<file path="config.mk">
export PLATFORM = sky130hd
export DESIGN_NAME = br_tag_alloc_flat
export DESIGN_NICKNAME = d
export VERILOG_FILES = /design/src/rtl/br_tag_alloc_if.sv /design/src/rtl/br_tag_alloc.sv /design/src/flat_wrapper.sv
export SDC_FILE = /design/constraint.sdc
export NUM_CORES = 1
export LEC_CHECK = 0
export ABC_AREA = 1
export BUFFER_PORTS_ARGS = -buffer_cell sky130_fd_sc_hd__buf_2
export CAP_MARGIN = 10
export CORE_MARGIN = 2
export CORE_UTILIZATION = 50
export CTS_CLUSTER_DIAMETER = 80
export DETAILED_ROUTE_END_ITERATION = 8
export PLACE_DENSITY = 0.79
export SLEW_MARGIN = 0
export SYNTH_ARGS = -nofsm -noshare
export SYNTH_HDL_FRONTEND = slang
export SYNTH_SLANG_ARGS = --single-unit
</file>
<file path="constraint.sdc">
create_clock -name i_clk -period 4.1 [get_ports i_clk]
set_clock_uncertainty 0.15 [all_clocks]
set_input_delay 0.41 -clock i_clk [delete_from_list [all_inputs] [get_ports i_clk]]
set_output_delay 0.41 -clock i_clk [all_outputs]
set_load 0.01 [all_outputs]
</file>
<file path="src/rtl/br_tag_alloc_if.sv">
// Bundles the decode allocation handshake and the branch-resolution bus of the tag allocator.
// The master drives requests and resolutions; the slave is the allocator itself.
interface br_tag_alloc_if #(
  parameter int WIDTH_BRM = 4
);

  logic                 i_req;
  logic                 o_gnt;
  logic [WIDTH_BRM-1:0] o_tag;
  logic                 o_full;
  logic [WIDTH_BRM-1:0] o_cur_mask;

  logic                 i_valid;
  logic [WIDTH_BRM-1:0] i_brmask;
  logic                 i_brkill;
  logic [31:0]          i_PC;

  logic                 o_redirect;
  logic [31:0]          o_redirect_PC;
  logic [WIDTH_BRM-1:0] o_kill_mask;
  logic [WIDTH_BRM-1:0] o_clear_mask;

  modport master (
    output i_req, i_valid, i_brmask, i_brkill, i_PC,
    input  o_gnt, o_tag, o_full, o_cur_mask,
    input  o_redirect, o_redirect_PC, o_kill_mask, o_clear_mask
  );

  modport slave (
    input  i_req, i_valid, i_brmask, i_brkill, i_PC,
    output o_gnt, o_tag, o_full, o_cur_mask,
    output o_redirect, o_redirect_PC, o_kill_mask, o_clear_mask
  );

endinterface

</file>
<file path="src/rtl/br_tag_alloc.sv">
// Branch-tag allocator: hands out one-hot tags, tracks older-branch dependencies per tag,
// frees tags on correct resolution and squashes the mispredicted branch plus all younger ones.
module br_tag_alloc #(
  parameter int WIDTH_BRM = 4
) (
  input logic            i_clk,
  input logic            i_rst,
  br_tag_alloc_if.slave  bus
);

  logic [WIDTH_BRM-1:0] r_busy;
  logic [WIDTH_BRM-1:0] r_dep [WIDTH_BRM];

  logic                 r_redirect;
  logic [31:0]          r_redirect_pc;
  logic [WIDTH_BRM-1:0] r_kill_mask;
  logic [WIDTH_BRM-1:0] r_clear_mask;

  logic                 w_hit;
  logic                 w_kill_now;
  logic                 w_clear_now;
  logic                 w_full;
  logic                 w_gnt;
  logic [WIDTH_BRM-1:0] w_free;
  logic [WIDTH_BRM-1:0] w_lowest;
  logic [WIDTH_BRM-1:0] w_tag;
  logic [WIDTH_BRM-1:0] w_kill_set;
  logic [WIDTH_BRM-1:0] w_free_mask;
  logic [WIDTH_BRM-1:0] w_busy_nxt;
  logic [WIDTH_BRM-1:0] w_dep_nxt [WIDTH_BRM];

  // A resolution only counts when it names a tag that is still in flight.
  assign w_hit       = |(bus.i_brmask & r_busy);
  assign w_kill_now  = bus.i_valid & w_hit & bus.i_brkill;
  assign w_clear_now = bus.i_valid & w_hit & ~bus.i_brkill;

  assign w_full   = &r_busy;
  assign w_gnt    = bus.i_req & ~w_full & ~w_kill_now;
  assign w_free   = ~r_busy;
  assign w_lowest = w_free & (-w_free);
  assign w_tag    = w_gnt ? w_lowest : '0;

  // Killed set: the resolving tag plus every live tag whose dependency set contains it.
  always_comb begin
    w_kill_set = bus.i_brmask;
    for (int t = 0; t < WIDTH_BRM; t++) begin
      if (r_busy[t] && |(r_dep[t] & bus.i_brmask)) begin
        w_kill_set[t] = 1'b1;
      end
    end
  end

  // Tags released this cycle are removed from the busy set and scrubbed from every dependency
  // set, so a tag allocated alongside a correct resolution never depends on the resolving branch.
  always_comb begin
    w_free_mask = '0;
    if (w_clear_now) begin
      w_free_mask = bus.i_brmask;
    end else if (w_kill_now) begin
      w_free_mask = w_kill_set;
    end
    w_busy_nxt = (r_busy & ~w_free_mask) | w_tag;
    for (int t = 0; t < WIDTH_BRM; t++) begin
      if (w_tag[t]) begin
        w_dep_nxt[t] = r_busy & ~w_free_mask;
      end else begin
        w_dep_nxt[t] = r_dep[t] & ~w_free_mask;
      end
    end
  end

  always_ff @(posedge i_clk or posedge i_rst) begin
    if (i_rst) begin
      r_busy        <= '0;
      r_redirect    <= 1'b0;
      r_redirect_pc <= '0;
      r_kill_mask   <= '0;
      r_clear_mask  <= '0;
      for (int t = 0; t < WIDTH_BRM; t++) begin
        r_dep[t] <= '0;
      end
    end else begin
      r_busy       <= w_busy_nxt;
      r_redirect   <= w_kill_now;
      r_kill_mask  <= w_kill_now ? w_kill_set : '0;
      r_clear_mask <= w_clear_now ? bus.i_brmask : '0;
      if (w_kill_now) begin
        r_redirect_pc <= bus.i_PC;
      end
      for (int t = 0; t < WIDTH_BRM; t++) begin
        r_dep[t] <= w_dep_nxt[t];
      end
    end
  end

  assign bus.o_gnt         = w_gnt;
  assign bus.o_tag         = w_tag;
  assign bus.o_full        = w_full;
  assign bus.o_cur_mask    = r_busy;
  assign bus.o_redirect    = r_redirect;
  assign bus.o_redirect_PC = r_redirect_pc;
  assign bus.o_kill_mask   = r_kill_mask;
  assign bus.o_clear_mask  = r_clear_mask;

  a_brmask_onehot : assert property (@(posedge i_clk) disable iff (i_rst)
    bus.i_valid |-> $onehot(bus.i_brmask));

endmodule

</file>
<file path="src/flat_wrapper.sv">
// flat-port wrapper written by rule: the top's interface ports become plain ports
module br_tag_alloc_flat 
#(
  parameter int WIDTH_BRM = 4
)
  (i_clk, i_rst, bus_i_req, bus_i_valid, bus_i_brmask, bus_i_brkill, bus_i_PC, bus_o_gnt, bus_o_tag, bus_o_full, bus_o_cur_mask, bus_o_redirect, bus_o_redirect_PC, bus_o_kill_mask, bus_o_clear_mask);
  br_tag_alloc_if #(.WIDTH_BRM(WIDTH_BRM)) bus_i ();
  input logic i_clk;
  input logic i_rst;
  input wire logic [$bits(bus_i.i_req)-1:0] bus_i_req;
  input wire logic [$bits(bus_i.i_valid)-1:0] bus_i_valid;
  input wire logic [$bits(bus_i.i_brmask)-1:0] bus_i_brmask;
  input wire logic [$bits(bus_i.i_brkill)-1:0] bus_i_brkill;
  input wire logic [$bits(bus_i.i_PC)-1:0] bus_i_PC;
  output wire logic [$bits(bus_i.o_gnt)-1:0] bus_o_gnt;
  output wire logic [$bits(bus_i.o_tag)-1:0] bus_o_tag;
  output wire logic [$bits(bus_i.o_full)-1:0] bus_o_full;
  output wire logic [$bits(bus_i.o_cur_mask)-1:0] bus_o_cur_mask;
  output wire logic [$bits(bus_i.o_redirect)-1:0] bus_o_redirect;
  output wire logic [$bits(bus_i.o_redirect_PC)-1:0] bus_o_redirect_PC;
  output wire logic [$bits(bus_i.o_kill_mask)-1:0] bus_o_kill_mask;
  output wire logic [$bits(bus_i.o_clear_mask)-1:0] bus_o_clear_mask;
  assign bus_i.i_req = bus_i_req;
  assign bus_i.i_valid = bus_i_valid;
  assign bus_i.i_brmask = bus_i_brmask;
  assign bus_i.i_brkill = bus_i_brkill;
  assign bus_i.i_PC = bus_i_PC;
  assign bus_o_gnt = bus_i.o_gnt;
  assign bus_o_tag = bus_i.o_tag;
  assign bus_o_full = bus_i.o_full;
  assign bus_o_cur_mask = bus_i.o_cur_mask;
  assign bus_o_redirect = bus_i.o_redirect;
  assign bus_o_redirect_PC = bus_i.o_redirect_PC;
  assign bus_o_kill_mask = bus_i.o_kill_mask;
  assign bus_o_clear_mask = bus_i.o_clear_mask;
  br_tag_alloc #(.WIDTH_BRM(WIDTH_BRM)) u_core (.i_clk(i_clk), .i_rst(i_rst), .bus(bus_i));
endmodule
</file>
* Yosys cells after proc, flatten, opt, wreduce, memory -nomap -nowiden
Index checks and enable logic that the tools add are counted.
Cells by class: multiplexer cells 12, add/sub/neg operators 1, reduce and logical (&&, ||, !) cells 10, bitwise logic cells 22
Operator list (number):
- 4-bit AND | 11
- 4-bit two-way mux | 8
- 4-bit OR reduction | 5
- 4-bit inverter | 2
- 1-bit AND | 5
- 1-bit logical AND | 4
- 1-bit two-way mux | 4
- 4-bit negator | 1
- 4-bit OR | 1
- 4-bit AND reduction | 1
- 1-bit inverter | 3
Storage, ports and cells: output and inout port bits 51, logic and storage cells 54, register bits after elaboration 61

* Depth between registers and ports, before layout
Gate-level depths: netlist of the first run.
depth in word-level cells 9, depth in mapped cells 10, gate-level depth less buffers 10

* Worst setup path after synthesis of the first run
Ideal clock, no wire load.
kind register -> output, start point reg u_core.r_busy[3], in the netlist u_core.bus.o_cur_mask[3], end point out bus_o_gnt, setup slack 2.310 ns, data arrival time 1.230 ns, cell stages (with the launch flop) 10, cell sequence dfrtp_1 > nand2_1 > nand2_1 > inv_1 > nand2_2 > nand3_4 > buf_6 > buf_6 > nand2_1 > inv_1
Between the ends: longest elaborated chain between the ends 6, elaborated cells on any way between the ends 9, classes of those cells 7 x bitwise; 2 x reduce/logical
Ends and longest elaborated chain:
- start, declared | line br_tag_alloc.sv:11 | logic [WIDTH_BRM-1:0] r_busy;
- start signal, assigned | line br_tag_alloc.sv:83 | r_busy <= w_busy_nxt;
- 4-bit AND | line br_tag_alloc.sv:33 | assign w_hit = |(bus.i_brmask & r_busy);
- 4-bit OR reduction | line br_tag_alloc.sv:33
- 1-bit AND (2 in a row) | line br_tag_alloc.sv:34 | assign w_kill_now = bus.i_valid & w_hit & bus.i_brkill;
- 1-bit inverter | line br_tag_alloc.sv:38 | assign w_gnt = bus.i_req & ~w_full & ~w_kill_now;
- 1-bit AND * | line br_tag_alloc.sv:38
- end, declared | line flat_wrapper.sv:15 | output wire logic [$bits(bus_i.o_gnt)-1:0] bus_o_gnt;
Every way passes the cells marked *; elsewhere a longest branch is shown, timed or not.

* Worst setup path in the final report of the first run
start point reg u_core.r_busy[3], in the netlist u_core.bus.o_cur_mask[3], end point out bus_o_tag[1]
Between the ends: longest elaborated chain between the ends 7, elaborated cells on any way between the ends 10, classes of those cells 1 x mux; 7 x bitwise; 2 x reduce/logical
Ends and longest elaborated chain:
- 4-bit AND | line br_tag_alloc.sv:33
- 4-bit OR reduction | line br_tag_alloc.sv:33
- 1-bit AND (2 in a row) | line br_tag_alloc.sv:34
- 1-bit inverter | line br_tag_alloc.sv:38
- 1-bit AND * | line br_tag_alloc.sv:38
- 4-bit two-way mux * | line br_tag_alloc.sv:41 | assign w_tag = w_gnt ? w_lowest : '0;
- end, declared | line flat_wrapper.sv:16 | output wire logic [$bits(bus_i.o_tag)-1:0] bus_o_tag;
Marked as above.

==> results of run 1 <==
[worst reg2reg max path: stages (launching register included)]
cell and delay, ns:
dfrtp_1 0.50, nand2_1 0.09, nand2_1 0.06, inv_1 0.04, nand2_2 0.08, nand3_4 0.41
inv_2 0.61, o21ai_1 0.20, nand2_1 0.16, a21oi_1 0.05
[path summary, 6_finish.rpt]
check / slack (ns) / start / end
worst max register to register: 1.62 / u_core.bus.o_cur_mask[3] / u_core.r_dep[8]
worst max-delay path: 1.48 / u_core.bus.o_cur_mask[3] / bus_o_tag[1]
min in group i_clk: 0.12 / bus_i_PC[15] / u_core.bus.o_redirect_PC[15]
worst min-delay path: 0.12 / i_rst / u_core.bus.o_redirect_PC[12]
worst min register to register: 0.32 / u_core.bus.o_redirect_PC[29] / u_core.bus.o_redirect_PC[29]
max in group asynchronous: 3.22 / i_rst / u_core.bus.o_clear_mask[0]
[layout make-up]
type	count	share of cell area (%)
sequential	57	45.5
multi-input combinational	190	26.0
timing repair buffer	92	14.8
inverter	32	3.83
tap	54	2.15
clock inverter	5	3.27
clock buffer	11	4.51
[placed cells by master, fill, tap and decap left out]
| master | n |
|---|---|
| nand2_1 | 143 |
| buf_2 | 91 |
| dfrtp_1 | 57 |
| inv_1 | 28 |
| nor2_1 | 15 |
| clkbuf_8 | 10 |
| nand3_1 | 9 |
| a21oi_1 | 8 |
| inv_2 | 4 |
| nor2_2 | 3 |
| nand3_2 | 3 |
| bufinv_16 | 3 |
| o21ai_0 | 2 |
| nand2_2 | 1 |
| nand3_4 | 1 |
| nor3_2 | 1 |
| nor2_4 | 1 |
| o21ai_1 | 1 |
| nand4_4 | 1 |
| o21a_1 | 1 |
| clkinv_2 | 1 |
| clkinvlp_4 | 1 |
| clkbuf_1 | 1 |
| buf_4 | 1 |
[registers in the layout, indices dropped and copies added (netlist names)]
signal                    flops
u_core.bus.o_cur_mask         4
u_core.r_dep                 12
u_core.bus.o_kill_mask        4
u_core.bus.o_clear_mask       4
u_core.bus.o_redirect_PC     32
u_core.bus.o_redirect         1
[cell families after synthesis]
family                 share of synthesized area [%]
buffers and inverters                           7.72
DFF                                             58.7
and+or+nand+nor                                 31.0
AOI/OAI and AO/OA                               2.57
[power breakdown]
group          internal, mW  switching, mW
logic                 0.306          0.463
clock network         0.419          0.219
registers             0.798          0.144
total                  1.52          0.826
[routing by layer]
metal / part of all wire, % / global-route usage, % / wire, um / vias up
li1: - / - / - / 1051
met1: 45 / 27.8 / 2390 / 950
met2: 47 / 32.3 / 2490 / 80
met3: 7.6 / 7.27 / 404 / 7
met4: 0.99 / 6.67 / 53 / 0
met5: 0 / 0 / 0 / -
[through the flow]
stage / power, mW / instance area, um2 / hold slack, ns
after floorplan: 1.42 / 2430 / 0.314
final: 2.35 / 3140 / 0.121
after detailed placement: 1.72 / 2890 / 0.313
after global routing: 2.53 / 3140 / 0.110
after global placement: 1.70 / 2890 / 0.307
after CTS: 2.37 / 3140 / 0.111
==> results.py, run 1 <==
metrics = {
    "run_status": {
        "status": "finished, final reports clean",
    },
    "clocking": {
        "cts_tree": "yes",
        "htree_levels": 3,
        "clkLatencyLatePin_ns": 0.33,
        "cts.sinks": 57,
        "clkTransAtPathRegs_ns": 0.06,
        "cts_hold_buf": 0,
        "numCtsBuffers": 9,
        "cts_max_path_buffers": 2,
        "clockRootBuffer": "clkbuf_8",
        "cts_setup_buffers": 0,
        "ctsResizeCount": 0,
    },
    "global_routing": {
        "grt_start_max_net_pins": 58,
        "antenna_found_initial": 0,
        "overflow": 0,
        "grt_pass1_wl_mm": 8.47,
        "grtUsageTotal_pct": 20.9,
        "grt_pass1_vias": 1834,
    },
    "yosys": {
        "synth_top_area_share_pct": 58.7,
        "ys_warn_count": 0,
        "ys_ff_latch": 57,
        "syn_nets": 327,
        "yosys-top-cells-area": "dfrtp_1 59%, nand2_1 22%, inv_1 4.5%, nor2_1 2.3%, nand3_1 1.9%",
        "synthTopCellsByCount": "143 x nand2_1, 57 x dfrtp_1, 29 x inv_1",
        "yosysMostFrequentCell": "nand2_1",
        "syn_area_per_cell_um2": 8.50,
        "synth-edff-count": 0,
        "synthArstFlopShare_pct": 100,
        "syn_inst": 286,
        "ys_seq_area_share_pct": 58.7,
        "syn_area_um2": 2430,
        "synth_cell_types": 19,
        "yosysTopAreaCell": "dfrtp_1",
        "synth_top_flop_cell": "dfrtp_1",
    },
    "drt": {
        "drt_pass1_iterations": 5,
        "route.detailed.drc": 0,
        "viasPerCell": 4.73,
        "drtIter0Drc": 107,
        "wl_mm": 5.34,
        "antenna_left": 0,
        "wire_per_inst_um": 12.1,
        "vias": 2088,
    },
    "worst_setup_path": {
        "cpLargestDelayFamily": "simple AND/OR/NAND/NOR gates",
        "critPathMaxStageDelay_ns": 0.50,
        "cp-start-kind": "flop",
        "crit_path_max_fanout": 43,
        "crit_chain": "nand2_1, nand2_1, inv_1, nand2_2, nand3_4, nand3_2, inv_1, buf_2",
        "crit_type": "reg -> out",
        "critPathRequiredTime_ns": 3.54,
        "path_buf_inv": 3,
        "slowest_stage": "dfrtp_1",
        "path_depth": 8,
        "rr_worst_depth": 9,
        "arrival_ns": 2.06,
        "end_kind": "output port",
    },
    "timing": {
        "setup_slack_ns": 1.48,
        "relSlewSlack_pct": 54.2,
        "max_freq_mhz": 382,
        "slew_viol_final": 0,
        "finalHoldViolations": 0,
        "fin_tns_setup_ns": 0,
        "period_minus_slack_ns": 2.62,
        "setup_viol_count_final": 0,
        "finalCritPeriodShare_pct": 63.9,
        "rsz0062_at_grt": "false",
        "tightest_slew_ns": 0.687,
    },
    "cells_and_area": {
        "fin_util_pct": 66.9,
        "drive_gt1_share_pct": 31.5,
        "area_delta_synth_final_pct": 29.1,
        "nNetsFinal": 423,
        "num_antenna_cells": 0,
        "fin_cells": 441,
        "fillers": 396,
        "seq_area_um2": 1430,
        "multi_input_area_um2": 816,
    },
    "place": {
        "dp_hpwl_mm": 3.76,
        "gp_congestion": 0.900,
        "port_buffers": 91,
        "place_inst": 425,
        "pre_cts_ws_ns": 1.56,
    },
    "floorplanning": {
        "start_util_pct": 51.8,
        "num_rows": 25,
        "core_um2": 4690,
        "die_width_um": 73.7,
        "die_h_um": 73.7,
        "io_pins": 92,
        "dieArea_um2": 5430,
    },
    "job": {
        "cap_violations": 0,
    },
    "power_and_ir_drop": {
        "peakVddDrop_mv": 0.312,
        "leakage_nw": 1.93,
        "p_per_area_nw_per_um2": 749,
    },
    "hold_path": {
        "min_path_type": "in -> async",
    },
}
No activity file was read; power rests on OpenSTA's default activity.
==> inputs of run 2 (changes only) <==
- ABC_AREA: 1 -> 0
- CORE_UTILIZATION: 50 -> 48
- PLACE_DENSITY: 0.79 -> 0.77
- clock period: 4.1 -> 2.42 ns (I/O delays scaled with it)
==> run 2 against run 1 <==
Global-route usage increased by 3.5 points. Critical endpoint is now bus_o_tag[2]. Sequential power grew 68%. First-iteration DRC count up 46%. Synthesized cell count fell by 13%. Sequential share of layout area is 3.6 points lower. Final cell count is 1.6% higher.
==> results.py, run 2 <==
metrics = {
    "floorplanning": {
        "die_width_um": 74.1,
        "core_um2": 4720,
        "dieArea_um2": 5490,
        "die_h_um": 74.1,
        "start_util_pct": 49.9,
        "num_rows": 25,
        "io_pins": 92,
    },
    "power_and_ir_drop": {
        "p_clk_share_pct": 24.2,
        "p_sw_share_pct": 34.9,
        "internal_power_mw": 2.44,
        "p_seq_share_pct": 42.2,
        "combPwrFrac_pct": 33.6,
        "p_per_area_nw_per_um2": 1100,
        "power.switching_mw": 1.31,
        "leakage_nw": 1.86,
        "power.total_mw": 3.74,
        "peakVddDrop_mv": 0.685,
    },
    "worst_setup_path": {
        "critPathRequiredTime_ns": 2.03,
        "crit_path_max_fanout": 13,
        "path_buf_inv": 2,
        "end_kind": "output port",
        "rr_worst_depth": 6,
        "crit_chain": "a22oi_2, a21bo_2, inv_4, nor2_1, buf_2",
        "reg2reg_from": "u_core.bus.o_cur_mask[0]",
        "r2r_end": "u_core.r_dep[14]",
        "r2r_setup_slack_ns": 0.40,
        "cp-start-kind": "flop",
        "crit_type": "reg -> out",
        "slowest_stage": "dfrtp_1",
        "cpLargestDelayFamily": "compound AO/OA/AOI/OAI gates",
        "arrival_ns": 1.89,
        "path_depth": 5,
        "critPathMaxStageDelay_ns": 0.49,
    },
    "cells_and_area": {
        "final_cell_mix": "102 x nand2_1, 91 x buf_2, 57 x dfrtp_1",
        "fin_util_pct": 72.2,
        "largest_reg_flops": 32,
        "num_antenna_cells": 0,
        "final_common_cell": "nand2_1",
        "stdcell_area_um2": 3410,
        "fin_cells": 448,
        "drive_gt1_share_pct": 30.2,
        "area_delta_synth_final_pct": 44.6,
        "nNetsFinal": 417,
    },
    "drt": {
        "antenna_left": 0,
        "viasPerCell": 4.96,
        "vias": 2220,
        "route.detailed.drc": 0,
        "drtIter0Drc": 156,
        "drt_pass1_iterations": 4,
        "wire_per_inst_um": 14.4,
        "wl_mm": 6.45,
    },
    "clocking": {
        "numCtsBuffers": 9,
        "cts.sinks": 57,
        "clkTransAtPathRegs_ns": 0.06,
        "clockRootBuffer": "clkbuf_8",
        "htree_levels": 3,
        "cts_max_path_buffers": 2,
        "cts_tree": "yes",
        "clkLatencyLatePin_ns": 0.33,
    },
    "global_routing": {
        "grtUsageTotal_pct": 24.4,
        "grt_start_max_net_pins": 34,
        "grt_pass1_wl_mm": 9.75,
        "antenna_found_initial": 0,
        "overflow": 0,
        "grt_pass1_vias": 2087,
    },
    "yosys": {
        "ys_seq_area_share_pct": 60.5,
        "syn_nets": 289,
        "yosysMostFrequentCell": "nand2_1",
        "synth_cell_types": 30,
        "syn_area_per_cell_um2": 9.51,
        "yosysTopAreaCell": "dfrtp_1",
        "synth_top_flop_cell": "dfrtp_1",
        "ys_ff_latch": 57,
        "syn_area_um2": 2360,
        "synthTopCellsByCount": "102 x nand2_1, 57 x dfrtp_1, 14 x nor2_1",
        "yosys-top-cells-area": "dfrtp_1 60%, nand2_1 16%, o21a_1 2.9%, nor2_1 2.2%, o21ai_0 1.9%",
        "ys_warn_count": 0,
        "syn_inst": 248,
        "synth_top_area_share_pct": 60.5,
        "synth-edff-count": 0,
        "synthArstFlopShare_pct": 100,
    },
    "place": {
        "pre_cts_ws_ns": 0.379,
        "place_area_um2": 2870,
        "dp_hpwl_mm": 4.06,
        "place_inst": 399,
        "gp_congestion": 0.841,
        "port_buffers": 91,
    },
    "timing": {
        "period_minus_slack_ns": 2.28,
        "holdWs_ns": 0.0941,
        "setup_slack_ns": 0.135,
        "fin_tns_setup_ns": 0,
        "max_freq_mhz": 438,
        "finalHoldViolations": 0,
        "tightest_slew_ns": 0.680,
        "relSlewSlack_pct": 54.2,
        "setup_viol_count_final": 0,
        "slew_viol_final": 0,
        "finalCritPeriodShare_pct": 94.4,
        "rsz0062_at_grt": "false",
    },
    "run_status": {
        "status": "finished, final reports clean",
    },
    "hold_path": {
        "min_path_type": "in -> reg",
        "hold_start": "bus_i_req",
        "holdPathEnd": "u_core.r_dep[10]",
        "holdPathStages": 3,
    },
    "job": {
        "cap_violations": 0,
    },
}
-- run 2: how the worst max path moves through the flow --
stage | from | endpoint | slack (ns)
4_1_cts | u_core.bus.o_cur_mask[0] | bus_o_gnt | 0.01
3_5_place_dp | u_core.bus.o_cur_mask[2] | bus_o_gnt | 0.38
5_1_grt | u_core.bus.o_cur_mask[2] | bus_o_tag[2] | 0.02
2_1_floorplan | i_rst | u_core.bus.o_clear_mask[0] | 0.63
3_3_place_gp | u_core.bus.o_cur_mask[0] | bus_o_gnt | 0.41
6_report | u_core.bus.o_cur_mask[0] | bus_o_tag[2] | 0.14
-- run 2: kinds of logic (layout without fill, tap and decap cells) --
group                  count (synthesis)  after routing  synth area share [%]
and+or+nand+nor                      138            138                  24.3
DFF                                   57             57                  60.5
AOI/OAI and AO/OA                     38             38                  11.4
buffers and inverters                 15            148                  3.82
-- run 2: final cells by class --
| cell class | instances | area (um2) |
|---|---|---|
| flip-flops and latches | 57 | 1430 |
| fillers | 360 | 1310 |
| multi-input cells | 176 | 842 |
| repair buffers | 128 | 832 |
| clock buffers | 14 | 173 |
| well taps | 67 | 83.8 |
| clock inverters | 2 | 35.0 |
| inverters | 4 | 17.5 |
-- run 2: layer usage --
layer  GRT usage, %  wire (um)  vias up  share of wire (%)
met5              0          0        -                  0
met4           13.5        193        0                3.0
met3           5.96        359       16                5.6
met2           39.2       3250       92                 50
met1           30.4       2640     1047                 41
li1               -          -     1065                  -
-- run 2: power groups by stage --
stage	clock network, mW	logic (mW)	registers [mW]
final	0.907	1.26	1.58
after global routing	0.965	1.41	1.62
after CTS	0.922	1.25	1.57
after detailed placement	0	1.21	1.58
after global placement	0	1.18	1.57
after floorplan	0	0.608	1.68
-- run 2: what timing repair did --
| item | in CTS | in global routing |
|---|---|---|
| gates resized for setup | 0 | 2 |
| buffers inserted | 0 | 0 |
| hold buffers | 33 | 0 |
| setup endpoints to repair | 0 | 4 |
| endpoints found under the hold margin | 61 | 0 |
-- run 2: worst reg2reg max path, delay by kind of cell, from the launching register on --
kind	cells	cell delay, ns
buf+inv	2	0.49
compound gates	4	0.79
flops	1	0.52
